[config.mk]
export PLATFORM = sky130hd
export DESIGN_NAME = jzjcoref_port_uart_flat
export DESIGN_NICKNAME = d
export VERILOG_FILES = /design/src/rtl/jzjcoref_port_uart_pkg.sv /design/src/rtl/jzjcoref_port_uart_if.sv /design/src/rtl/jzjcoref_uart_rx.sv /design/src/rtl/jzjcoref_port_uart.sv /design/src/flat_wrapper.sv
export SDC_FILE = /design/constraint.sdc
export NUM_CORES = 1
export LEC_CHECK = 0
export CAP_MARGIN = 25
export CORE_MARGIN = 1
export CORE_UTILIZATION = 55
export CTS_CLUSTER_SIZE = 30
export DETAILED_ROUTE_END_ITERATION = 12
export HOLD_SLACK_MARGIN = 0.03
export PLACE_DENSITY = 0.86
export SYNTH_ARGS = -nofsm -noshare
export SYNTH_HDL_FRONTEND = slang
export SYNTH_SLANG_ARGS = --single-unit
[constraint.sdc]
create_clock -name clock -period 3.9 [get_ports clock]
set_clock_uncertainty 0.05 [all_clocks]
set_input_delay 0.78 -clock clock [delete_from_list [all_inputs] [get_ports clock]]
set_output_delay 0.78 -clock clock [all_outputs]
set_load 0.05 [all_outputs]
[src/rtl/jzjcoref_port_uart_pkg.sv]
// Shared types and field positions for the port-mapped UART.
// Latency: n/a (types and constants only).
// Backpressure: n/a. Optional parity build: JZJCOREF_UART_PARITY_EN.
package jzjcoref_port_uart_pkg;

`ifdef JZJCOREF_UART_PARITY_EN
  typedef enum logic [2:0] {TX_IDLE, TX_START, TX_DATA, TX_PARITY, TX_STOP} UartTxState_t;
  typedef enum logic [2:0] {RX_IDLE, RX_START, RX_DATA, RX_PARITY, RX_STOP} UartRxState_t;
`else
  typedef enum logic [1:0] {TX_IDLE, TX_START, TX_DATA, TX_STOP} UartTxState_t;
  typedef enum logic [1:0] {RX_IDLE, RX_START, RX_DATA, RX_STOP} UartRxState_t;
`endif

  // Command word (core -> UART)
  localparam int UART_TX_DATA_LSB = 0;
  localparam int UART_TX_REQ_BIT  = 8;
  localparam int UART_RX_ACK_BIT  = 9;

  // Status word (UART -> core)
  localparam int UART_STAT_RX_DATA_LSB  = 0;
  localparam int UART_STAT_TX_DONE_BIT  = 8;
  localparam int UART_STAT_RX_VALID_BIT = 9;
  localparam int UART_STAT_TX_BUSY_BIT  = 10;
  localparam int UART_STAT_RX_OVR_BIT   = 11;
  localparam int UART_STAT_RX_FERR_BIT  = 12;
  localparam int UART_STAT_RX_PERR_BIT  = 13;

  // Even parity: the parity bit makes the total count of ones even.
  function automatic logic uart_even_parity(input logic [7:0] b);
    return ^b;
  endfunction

endpackage

[src/rtl/jzjcoref_port_uart_if.sv]
// Port-register pair between the core and the UART (command out, status in).
// Latency: none, plain wires.
// Backpressure: none; flow control is the toggle handshake carried in the words.
interface jzjcoref_port_uart_if;
  logic [31:0] portOutputWord;
  logic [31:0] portInputWord;

  modport master (output portOutputWord, input portInputWord);
  modport slave  (input portOutputWord, output portInputWord);
endinterface

[src/rtl/jzjcoref_uart_rx.sv]
// UART receiver: rxd synchronizer, mid-bit sampling timer and RX FSM.
// Latency: done strobe one cycle after the stop-bit sample.
// Backpressure: none; the byte is presented for one cycle. Parity: JZJCOREF_UART_PARITY_EN.
module jzjcoref_uart_rx
  import jzjcoref_port_uart_pkg::*;
#(
  parameter int CLKS_PER_BIT = 434,
  parameter int SYNC_STAGES  = 2
) (
  input  logic       clock,
  input  logic       reset,
  input  logic       rxd,
  output logic [7:0] rx_byte_o,
  output logic       rx_done_o,
`ifdef JZJCOREF_UART_PARITY_EN
  output logic       rx_parity_err_o,
`endif
  output logic       rx_frame_err_o
);

  localparam int TW = (CLKS_PER_BIT > 1) ? $clog2(CLKS_PER_BIT) : 1;
  localparam logic [TW-1:0] BIT_LAST  = TW'(CLKS_PER_BIT - 1);
  localparam logic [TW-1:0] HALF_LAST = TW'(CLKS_PER_BIT / 2 - 1);

  logic [SYNC_STAGES-1:0] sync_q;
  logic                   prev_q;
  logic                   rx_s;

  UartRxState_t state_q, state_d;
  logic [TW-1:0] timer_q, timer_d;
  logic [2:0]    bitcnt_q, bitcnt_d;
  logic [7:0]    shreg_q, shreg_d;
  logic [7:0]    byte_q, byte_d;
  logic          done_q, done_d;
  logic          ferr_q, ferr_d;
`ifdef JZJCOREF_UART_PARITY_EN
  logic          par_q, par_d;
  logic          perr_q, perr_d;
`endif

  assign rx_s = sync_q[SYNC_STAGES-1];

  // Synchronizer chain and previous-value flop for falling-edge detection; idle-high reset.
  always_ff @(posedge clock or posedge reset) begin
    if (reset) begin
      sync_q <= '1;
      prev_q <= 1'b1;
    end else begin
      sync_q <= {sync_q[SYNC_STAGES-2:0], rxd};
      prev_q <= rx_s;
    end
  end

  // RX state, timer and output registers.
  always_ff @(posedge clock or posedge reset) begin
    if (reset) begin
      state_q  <= RX_IDLE;
      timer_q  <= '0;
      bitcnt_q <= '0;
      shreg_q  <= '0;
      byte_q   <= '0;
      done_q   <= 1'b0;
      ferr_q   <= 1'b0;
`ifdef JZJCOREF_UART_PARITY_EN
      par_q    <= 1'b0;
      perr_q   <= 1'b0;
`endif
    end else begin
      state_q  <= state_d;
      timer_q  <= timer_d;
      bitcnt_q <= bitcnt_d;
      shreg_q  <= shreg_d;
      byte_q   <= byte_d;
      done_q   <= done_d;
      ferr_q   <= ferr_d;
`ifdef JZJCOREF_UART_PARITY_EN
      par_q    <= par_d;
      perr_q   <= perr_d;
`endif
    end
  end

  // Next-state: start bit checked at half a bit, later samples one bit period apart.
  always_comb begin
    state_d  = state_q;
    timer_d  = timer_q;
    bitcnt_d = bitcnt_q;
    shreg_d  = shreg_q;
    byte_d   = byte_q;
    done_d   = 1'b0;
    ferr_d   = ferr_q;
`ifdef JZJCOREF_UART_PARITY_EN
    par_d    = par_q;
    perr_d   = perr_q;
`endif
    case (state_q)
      RX_IDLE: begin
        if (prev_q && !rx_s) begin
          state_d = RX_START;
          timer_d = '0;
        end
      end
      RX_START: begin
        if (timer_q == HALF_LAST) begin
          timer_d  = '0;
          bitcnt_d = '0;
          state_d  = rx_s ? RX_IDLE : RX_DATA;  // high at mid-start means a glitch
        end else begin
          timer_d = timer_q + TW'(1);
        end
      end
      RX_DATA: begin
        if (timer_q == BIT_LAST) begin
          timer_d = '0;
          shreg_d = {rx_s, shreg_q[7:1]};
          if (bitcnt_q == 3'd7) begin
`ifdef JZJCOREF_UART_PARITY_EN
            state_d = RX_PARITY;
`else
            state_d = RX_STOP;
`endif
          end else begin
            bitcnt_d = bitcnt_q + 3'd1;
          end
        end else begin
          timer_d = timer_q + TW'(1);
        end
      end
`ifdef JZJCOREF_UART_PARITY_EN
      RX_PARITY: begin
        if (timer_q == BIT_LAST) begin
          timer_d = '0;
          par_d   = rx_s;
          state_d = RX_STOP;
        end else begin
          timer_d = timer_q + TW'(1);
        end
      end
`endif
      RX_STOP: begin
        if (timer_q == BIT_LAST) begin
          timer_d = '0;
          done_d  = 1'b1;
          byte_d  = shreg_q;
          ferr_d  = !rx_s;  // byte still delivered on a bad stop bit
`ifdef JZJCOREF_UART_PARITY_EN
          perr_d  = par_q ^ uart_even_parity(shreg_q);
`endif
          state_d = RX_IDLE;
        end else begin
          timer_d = timer_q + TW'(1);
        end
      end
      default: state_d = RX_IDLE;
    endcase
  end

  assign rx_byte_o      = byte_q;
  assign rx_done_o      = done_q;
  assign rx_frame_err_o = ferr_q;
`ifdef JZJCOREF_UART_PARITY_EN
  assign rx_parity_err_o = perr_q;
`endif

endmodule

[src/rtl/jzjcoref_port_uart.sv]
// Port-mapped UART: TX FSM plus toggle-handshake status registers; RX in jzjcoref_uart_rx.
// Latency: txd start bit one cycle after a request toggle; status one cycle after RX done.
// Backpressure: toggle handshake; new RX bytes while one is pending set overrun. Parity: JZJCOREF_UART_PARITY_EN.
module jzjcoref_port_uart
  import jzjcoref_port_uart_pkg::*;
#(
  parameter int CLKS_PER_BIT = 434,
  parameter int SYNC_STAGES  = 2
) (
  input  logic                  clock,
  input  logic                  reset,
  jzjcoref_port_uart_if.slave   port,
  input  logic                  rxd,
  output logic                  txd
);

  localparam int TW = (CLKS_PER_BIT > 1) ? $clog2(CLKS_PER_BIT) : 1;
  localparam logic [TW-1:0] BIT_LAST = TW'(CLKS_PER_BIT - 1);

  logic [7:0] cmd_tx_data;
  logic       cmd_tx_req;
  logic       cmd_rx_ack;
  logic       unused_cmd;

  assign cmd_tx_data = port.portOutputWord[UART_TX_DATA_LSB +: 8];
  assign cmd_tx_req  = port.portOutputWord[UART_TX_REQ_BIT];
  assign cmd_rx_ack  = port.portOutputWord[UART_RX_ACK_BIT];
  assign unused_cmd  = ^port.portOutputWord[31:10];

  // ---------------- TX ----------------
  UartTxState_t tx_state_q, tx_state_d;
  logic [TW-1:0] tx_timer_q, tx_timer_d;
  logic [2:0]    tx_bitcnt_q, tx_bitcnt_d;
  logic [7:0]    tx_shreg_q, tx_shreg_d;
  logic          tx_tog_q, tx_tog_d;
  logic          txd_q, txd_d;
  logic          tx_busy_q, tx_busy_d;
  logic          tx_done_q, tx_done_d;
`ifdef JZJCOREF_UART_PARITY_EN
  logic          tx_par_q, tx_par_d;
`endif

  // TX state register; txd is registered so it is glitch-free and idles high in reset.
  always_ff @(posedge clock or posedge reset) begin
    if (reset) begin
      tx_state_q  <= TX_IDLE;
      tx_timer_q  <= '0;
      tx_bitcnt_q <= '0;
      tx_shreg_q  <= '0;
      tx_tog_q    <= 1'b0;
      txd_q       <= 1'b1;
      tx_busy_q   <= 1'b0;
      tx_done_q   <= 1'b0;
`ifdef JZJCOREF_UART_PARITY_EN
      tx_par_q    <= 1'b0;
`endif
    end else begin
      tx_state_q  <= tx_state_d;
      tx_timer_q  <= tx_timer_d;
      tx_bitcnt_q <= tx_bitcnt_d;
      tx_shreg_q  <= tx_shreg_d;
      tx_tog_q    <= tx_tog_d;
      txd_q       <= txd_d;
      tx_busy_q   <= tx_busy_d;
      tx_done_q   <= tx_done_d;
`ifdef JZJCOREF_UART_PARITY_EN
      tx_par_q    <= tx_par_d;
`endif
    end
  end

  // TX next-state: txd_d is the level for the coming bit, so each bit lasts exactly CLKS_PER_BIT.
  always_comb begin
    tx_state_d  = tx_state_q;
    tx_timer_d  = tx_timer_q;
    tx_bitcnt_d = tx_bitcnt_q;
    tx_shreg_d  = tx_shreg_q;
    tx_tog_d    = tx_tog_q;
    txd_d       = txd_q;
    tx_busy_d   = tx_busy_q;
    tx_done_d   = tx_done_q;
`ifdef JZJCOREF_UART_PARITY_EN
    tx_par_d    = tx_par_q;
`endif
    case (tx_state_q)
      TX_IDLE: begin
        if (cmd_tx_req != tx_done_q) begin
          tx_shreg_d = cmd_tx_data;
          tx_tog_d   = cmd_tx_req;
          tx_busy_d  = 1'b1;
          tx_timer_d = '0;
          txd_d      = 1'b0;
`ifdef JZJCOREF_UART_PARITY_EN
          tx_par_d   = uart_even_parity(cmd_tx_data);
`endif
          tx_state_d = TX_START;
        end
      end
      TX_START: begin
        if (tx_timer_q == BIT_LAST) begin
          tx_timer_d  = '0;
          tx_bitcnt_d = '0;
          txd_d       = tx_shreg_q[0];
          tx_shreg_d  = tx_shreg_q >> 1;
          tx_state_d  = TX_DATA;
        end else begin
          tx_timer_d = tx_timer_q + TW'(1);
        end
      end
      TX_DATA: begin
        if (tx_timer_q == BIT_LAST) begin
          tx_timer_d = '0;
          if (tx_bitcnt_q == 3'd7) begin
`ifdef JZJCOREF_UART_PARITY_EN
            txd_d      = tx_par_q;
            tx_state_d = TX_PARITY;
`else
            txd_d      = 1'b1;
            tx_state_d = TX_STOP;
`endif
          end else begin
            tx_bitcnt_d = tx_bitcnt_q + 3'd1;
            txd_d       = tx_shreg_q[0];
            tx_shreg_d  = tx_shreg_q >> 1;
          end
        end else begin
          tx_timer_d = tx_timer_q + TW'(1);
        end
      end
`ifdef JZJCOREF_UART_PARITY_EN
      TX_PARITY: begin
        if (tx_timer_q == BIT_LAST) begin
          tx_timer_d = '0;
          txd_d      = 1'b1;
          tx_state_d = TX_STOP;
        end else begin
          tx_timer_d = tx_timer_q + TW'(1);
        end
      end
`endif
      TX_STOP: begin
        if (tx_timer_q == BIT_LAST) begin
          tx_timer_d = '0;
          tx_done_d  = tx_tog_q;
          tx_busy_d  = 1'b0;
          tx_state_d = TX_IDLE;
        end else begin
          tx_timer_d = tx_timer_q + TW'(1);
        end
      end
      default: tx_state_d = TX_IDLE;
    endcase
  end

  assign txd = txd_q;

  // ---------------- RX ----------------
  logic [7:0] rx_byte;
  logic       rx_done;
  logic       rx_ferr;
`ifdef JZJCOREF_UART_PARITY_EN
  logic       rx_perr;
`endif

  jzjcoref_uart_rx #(
    .CLKS_PER_BIT(CLKS_PER_BIT),
    .SYNC_STAGES (SYNC_STAGES)
  ) u_rx (
    .clock          (clock),
    .reset          (reset),
    .rxd            (rxd),
    .rx_byte_o      (rx_byte),
    .rx_done_o      (rx_done),
`ifdef JZJCOREF_UART_PARITY_EN
    .rx_parity_err_o(rx_perr),
`endif
    .rx_frame_err_o (rx_ferr)
  );

  logic [7:0] rx_data_q, rx_data_d;
  logic       rx_valid_q, rx_valid_d;
  logic       rx_ovr_q, rx_ovr_d;
  logic       rx_ferr_q, rx_ferr_d;
  logic       ack_prev_q;
`ifdef JZJCOREF_UART_PARITY_EN
  logic       rx_perr_q, rx_perr_d;
`endif

  // RX status registers and the registered ack copy used for change detection.
  always_ff @(posedge clock or posedge reset) begin
    if (reset) begin
      rx_data_q  <= '0;
      rx_valid_q <= 1'b0;
      rx_ovr_q   <= 1'b0;
      rx_ferr_q  <= 1'b0;
      ack_prev_q <= 1'b0;
`ifdef JZJCOREF_UART_PARITY_EN
      rx_perr_q  <= 1'b0;
`endif
    end else begin
      rx_data_q  <= rx_data_d;
      rx_valid_q <= rx_valid_d;
      rx_ovr_q   <= rx_ovr_d;
      rx_ferr_q  <= rx_ferr_d;
      ack_prev_q <= cmd_rx_ack;
`ifdef JZJCOREF_UART_PARITY_EN
      rx_perr_q  <= rx_perr_d;
`endif
    end
  end

  // Pending is judged against the live ack, so an ack landing with a completion frees the slot first.
  always_comb begin
    rx_data_d  = rx_data_q;
    rx_valid_d = rx_valid_q;
    rx_ovr_d   = rx_ovr_q;
    rx_ferr_d  = rx_ferr_q;
`ifdef JZJCOREF_UART_PARITY_EN
    rx_perr_d  = rx_perr_q;
`endif
    if (cmd_rx_ack != ack_prev_q) begin
      rx_ovr_d = 1'b0;
    end
    if (rx_done) begin
      if (rx_valid_q == cmd_rx_ack) begin
        rx_data_d  = rx_byte;
        rx_ferr_d  = rx_ferr;
        rx_valid_d = !rx_valid_q;
`ifdef JZJCOREF_UART_PARITY_EN
        rx_perr_d  = rx_perr;
`endif
      end else begin
        rx_ovr_d = 1'b1;
      end
    end
  end

  // Status word assembled from registers only.
  always_comb begin
    port.portInputWord = '0;
    port.portInputWord[UART_STAT_RX_DATA_LSB +: 8] = rx_data_q;
    port.portInputWord[UART_STAT_TX_DONE_BIT]      = tx_done_q;
    port.portInputWord[UART_STAT_RX_VALID_BIT]     = rx_valid_q;
    port.portInputWord[UART_STAT_TX_BUSY_BIT]      = tx_busy_q;
    port.portInputWord[UART_STAT_RX_OVR_BIT]       = rx_ovr_q;
    port.portInputWord[UART_STAT_RX_FERR_BIT]      = rx_ferr_q;
`ifdef JZJCOREF_UART_PARITY_EN
    port.portInputWord[UART_STAT_RX_PERR_BIT]      = rx_perr_q;
`endif
  end

endmodule

[src/flat_wrapper.sv]
// flat-port wrapper written by rule: the top's interface ports become plain ports
module jzjcoref_port_uart_flat import jzjcoref_port_uart_pkg::*;
#(
  parameter int CLKS_PER_BIT = 434,
  parameter int SYNC_STAGES  = 2
)
  (clock, reset, rxd, txd, port_portOutputWord, port_portInputWord);
  jzjcoref_port_uart_if port_i ();
  input  logic clock;
  input  logic reset;
  input  logic rxd;
  output logic txd;
  input wire logic [$bits(port_i.portOutputWord)-1:0] port_portOutputWord;
  output wire logic [$bits(port_i.portInputWord)-1:0] port_portInputWord;
  assign port_i.portOutputWord = port_portOutputWord;
  assign port_portInputWord = port_i.portInputWord;
  jzjcoref_port_uart #(.CLKS_PER_BIT(CLKS_PER_BIT), .SYNC_STAGES(SYNC_STAGES)) u_core (.clock(clock), .reset(reset), .port(port_i), .rxd(rxd), .txd(txd));
endmodule
# After elaboration in Yosys (flattened, before gate mapping)
# Index checks and enable logic that the tools add are counted.
# word_totals
register_bits	73
inputBits	35
output_inout_bits	33
wordCells	121
# op_classes
addsub	4
eq_ne	26
n_mux	46
n_reduce_logical	23
# ops
cell	count
9-bit 2-to-1 mux	5
8-bit 2-to-1 mux	4
9-bit one-hot mux with 3 select lines	1
8-bit one-hot mux with 3 select lines	1
2-bit 2-to-1 mux	11
9-bit by 1-bit adder with 9-bit output (second input constant)	2
9-bit == test (second input constant)	2
3-bit 2-to-1 mux	6
9-bit one-hot mux with 2 select lines	1
2-bit one-hot mux with 4 select lines	2
5-bit AND reduction	3
2-bit != test (second input constant)	7
3-bit one-hot mux with 2 select lines	2
4-bit AND reduction	3
1-bit 2-to-1 mux	11
2-bit by 1-bit != test with 1-bit output (second input constant)	5
2-bit AND reduction	5
9-bit by 8-bit == test with 1-bit output (second input constant)	1
2-bit == test (second input constant)	4
3-bit by 1-bit adder with 3-bit output (second input constant)	2
3-bit == test (second input constant)	2
2-bit nonzero test	3
2-bit by 1-bit == test with 1-bit output (second input constant)	2
2-bit logical NOT	2
other kinds (10)	12

# Longest topological paths before layout
# depth
word_depth	4
depth_mapped	8
depth_no_buf	6

# By module
# Synthesis repeated with hierarchy kept, for this count alone.
# unflattened
hier_cells	332
area_unflattened_um2	3774.9
# modules_own_cells
mod	instances	cells_per_inst	area_each_um2	seq_area_each_um2
jzjcoref_port_uart	1	192	2095.8	952.2
jzjcoref_uart_rx	1	140	1679.1	879.6

# Worst setup path after synthesis
# No wires, ideal clock.
# synth_timing
path_type	input-to-reg
startpoint	input port_portOutputWord[8]
endpoint	register u_core.tx_shreg_q[0]
setup_time_ns	0.125
t_arrival_ns	2.224
t_required_ns	3.725
setup_slack_ns	1.502
cell_stages	5
path_buffers	1
path_cell_list	xnor2_1 > and2_1 > clkbuf_1 > a2111oi_4 > mux2_2
# synth_between
elab_chain_cells	3
# synth_rtl
element	line	rtl
start: declaration	flat_wrapper.sv:13	input wire logic [$bits(port_i.portOutputWord)-1:0] port_portOutputWord;
1-bit != test	jzjcoref_port_uart.sv:87	if (cmd_tx_req != tx_done_q) begin
2-bit by 1-bit != test with 1-bit output (no line)	n/a	
5-bit AND reduction (no line)	n/a	
end signal: assignment	jzjcoref_port_uart.sv:61	tx_shreg_q <= tx_shreg_d;
end: declaration	jzjcoref_port_uart.sv:34	logic [7:0] tx_shreg_q, tx_shreg_d;
# No other way between the ends.
# A chain may end at the register's enable or synchronous reset.

# Worst setup path after layout
# layout_timing
startpoint	input port_portOutputWord[8]
endpoint	register u_core.tx_shreg_q[6]
# Same word-level chain as after synthesis.

==> impl_metrics.yaml <==
final_layout:
  final_area_mm2: 0.00415
  regArea_mm2: 0.00183
  nFillCells: 485
  final_util_pct: 64.6
  fin_cells: 435
  num_antenna_cells: 0
  multi_input_area_mm2: 0.00167
  synthToLayoutAreaGrowth_pct: 11.6
  num-nets-final: 402
  drive_above_1_share_pct: 19.6
worst_setup_path:
  worstPathArrival_ns: 2.85
  critPathRequiredTime_ns: 4.08
  cp_max_fo: 9
  reg2reg_depth: 6
  end_kind: "register"
  worst-setup-path-type: "primary input to register"
  cp-start-kind: "primary input"
grt:
  globalRouteOverflowTotal: 0
  grt_max_degree: 34
  grt_pass1_vias: 2450
  grt_pass1_wl_um: 11200
  track_usage_pct: 19.8
  antenna_found_initial: 0
die:
  start_util_pct: 57.9
  dieHeight_um: 84.3
  core_mm2: 0.00642
  fp.dieArea_mm2: 0.00710
  die_width_um: 84.3
  rows: 29
  io_pins: 68
routing:
  route.antenna.remaining_nets: 0
  wirelength_um: 6120
  drt-pass1-iter-count: 8
  routed_via_density: 5.61
  num_vias: 2440
  drt-wirelength-per-cell_um: 14.1
  drcViolationCount: 10
  first_iter_violations: 157
timing:
  tns_ns: 0
  worst_pin_slew_ns: 0.721
  period_share_pct: 68.5
  slew_headroom_pct: 51.8
  drv_slew: 0
  period_minus_slack_ns: 2.67
  hold_viol: 0
  rsz0062_at_grt: "false"
  setup_viol: 0
  max_freq_mhz: 374
clock_network:
  htreeDepth: 3
  clock-sinks: 73
  clk_pin_slew_ns: 0.08
  hold_buffers: 0
  root_buffer: "clkbuf_8"
  cts_buffers: 9
  cts_setup_buffers: 0
  cts_tree: "done"
  cts_resized: 0
  insertion_delay_ns: 0.34
  clock_path_buffers: 2
logic_synthesis:
  yosysWarnings: 0
  synth_top_cell_area_share_pct: 46.4
  yosysUniqueCellTypes: 49
  synth_top_cell_by_area: "dfrtp_1"
  yosysSeqAreaShare_pct: 49.2
  ys_ff_latch: 73
  netlist_area_mm2: 0.00372
  synth-edff-count: 0
  ys_async_sr_fraction_pct: 100
  yosys_most_used_dff: "dfrtp_1"
  synthMostInstantiatedCell: "dfrtp_1"
  netlist_top_cells_count: "dfrtp_1 (69), mux2_2 (42), nand2_1 (29), buf_4 (24), inv_1 (17)"
  synth.area.top_cells: "dfrtp_1 (46%), mux2_2 (13%), buf_4 (4.8%), ha_1 (4.7%), nand2_1 (2.9%)"
  syn_avg_cell_area_um2: 11.3
  synthCells: 330
power:
  p_sw_uw: 504
  p_seq_share_pct: 51.2
  p_int_mw: 1.22
  p_comb_share_pct: 13.1
  leakage_nw: 1.90
  p_sw_share_pct: 29.3
  ir_worst_vdd_v: 0.000276
  p_per_area_mw_per_mm2: 415
  p_clk_share_pct: 35.7
  power_mw: 1.72
hold_path:
  holdPathStages: 0
  hold_path.class: "register to register"
status:
  violations: "DRC"
  status: "finished, violations left"
run:
  max-cap-violations: 0
placed_design:
  dpl_cell_area_mm2: 0.00394
  globalplace.congestion: 0.824
  port-buffer-count: 26
  numPlacedInstances: 419
  hpwl_um: 4320
## cells by family (layout without fill, tap and decap cells)
family	after synthesis	in the layout	synth area share, %
other	1	19	0.101
and+or+nand+nor	81	81	11.5
muxes	48	48	14.3
xor gates and xnor gates	11	11	2.59
buffers and inverters	51	61	7.60
adders and majority gates	14	14	4.71
DFF	73	73	49.2
AOI/OAI and AO/OA	51	51	9.99
## per-layer routing
layer  up-vias  part of all wire, %  global-route usage [%]
li1       1167                    -                       -
met1      1202                   46                    25.5
met2        67                   49                    32.2
met3         4                  4.0                    5.51
met4         0                  1.2                    7.52
met5         -                    0                       0
## final timing paths
| path | from | to | slack, ns |
|---|---|---|---|
| min in group asynchronous | reset | u_core.rx_data_q[3] | 0.78 |
| max reg2reg | u_core.tx_timer_q[1] | u_core.tx_shreg_q[6] | 1.47 |
| min reg2reg | u_core.u_rx.sync_q[0] | u_core.u_rx.sync_q[1] | 0.31 |
| min | u_core.u_rx.sync_q[0] | u_core.u_rx.sync_q[1] | 0.31 |
| max | port_portOutputWord[8] | u_core.tx_shreg_q[6] | 1.23 |
| max in group asynchronous | reset | u_core.tx_timer_q[6] | 2.25 |
## cell usage in the layout, fill, tap and decap left out, types with 4 or more instances in the layout
| cell | n |
|---|---|
| a2111oi_0 | 4 |
| a211oi_1 | 4 |
| a21oi_1 | 7 |
| clkbuf_8 | 10 |
| clkdlybuf4s50_1 | 26 |
| conb_1 | 19 |
| dfrtp_1 | 69 |
| dfstp_2 | 4 |
| ha_1 | 14 |
| inv_1 | 16 |
| mux2_2 | 42 |
| mux2i_1 | 6 |
| nand2_1 | 29 |
| nand2b_1 | 5 |
| nand3_1 | 6 |
| nor2_1 | 13 |
| nor2b_1 | 4 |
| nor3_1 | 4 |
| nor4_1 | 4 |
| o21a_1 | 4 |
| o21ai_0 | 10 |
| o22ai_1 | 5 |
| xnor2_1 | 9 |
## registers in the layout (all words and copies together), names as in the netlist, named ones only
name                        cells
u_core.u_rx.shreg_q             8
u_core.u_rx.rx_frame_err_o      1
u_core.rx_data_q                8
u_core.tx_bitcnt_q              3
u_core.tx_tog_q                 1
u_core.tx_state_q               2
u_core.u_rx.sync_q              2
u_core.u_rx.rx_byte_o           8
u_core.tx_shreg_q               8
u_core.ack_prev_q               1
u_core.u_rx.timer_q             9
u_core.rx_ferr_q                1
u_core.u_rx.prev_q              1
u_core.u_rx.bitcnt_q            3
u_core.rx_ovr_q                 1
u_core.tx_busy_q                1
u_core.tx_timer_q               9
u_core.u_rx.rx_done_o           1
u_core.rx_valid_q               1
u_core.tx_done_q                1
u_core.txd                      1
u_core.u_rx.state_q             1
## critical path, stage by stage
cell	delay, ns
clkdlybuf4s50_1	0.49
xnor2_1	0.21
and2_1	0.31
a2111oi_4	0.65
mux2_2	0.40
## through the flow
stage,hold WS (ns),worst slack [ns]
after floorplan,0.295,1.22
after global placement,0.296,0.913
after detailed placement,0.297,0.852
after CTS,0.309,1.22
after global routing,0.312,1.07
final,0.308,1.23
## layout make-up
cell class	count	area share (%)
multi-input cells	224	40.3
inverters	17	1.54
repair buffers	28	6.63
clock buffers	10	3.32
well taps	77	2.32
clock inverters	6	1.75
flip-flops and latches	73	44.1
## power by group through the flow
stage,combinational [mW],sequential (mW),clock [mW]
finish,0.226,0.882,0.616
global route,0.254,0.892,0.672
CTS,0.226,0.878,0.634
detailed placement,0.226,0.892,0
global placement,0.217,0.889,0
floorplan,0.207,0.869,0
Power figures use the tool's default switching activity.
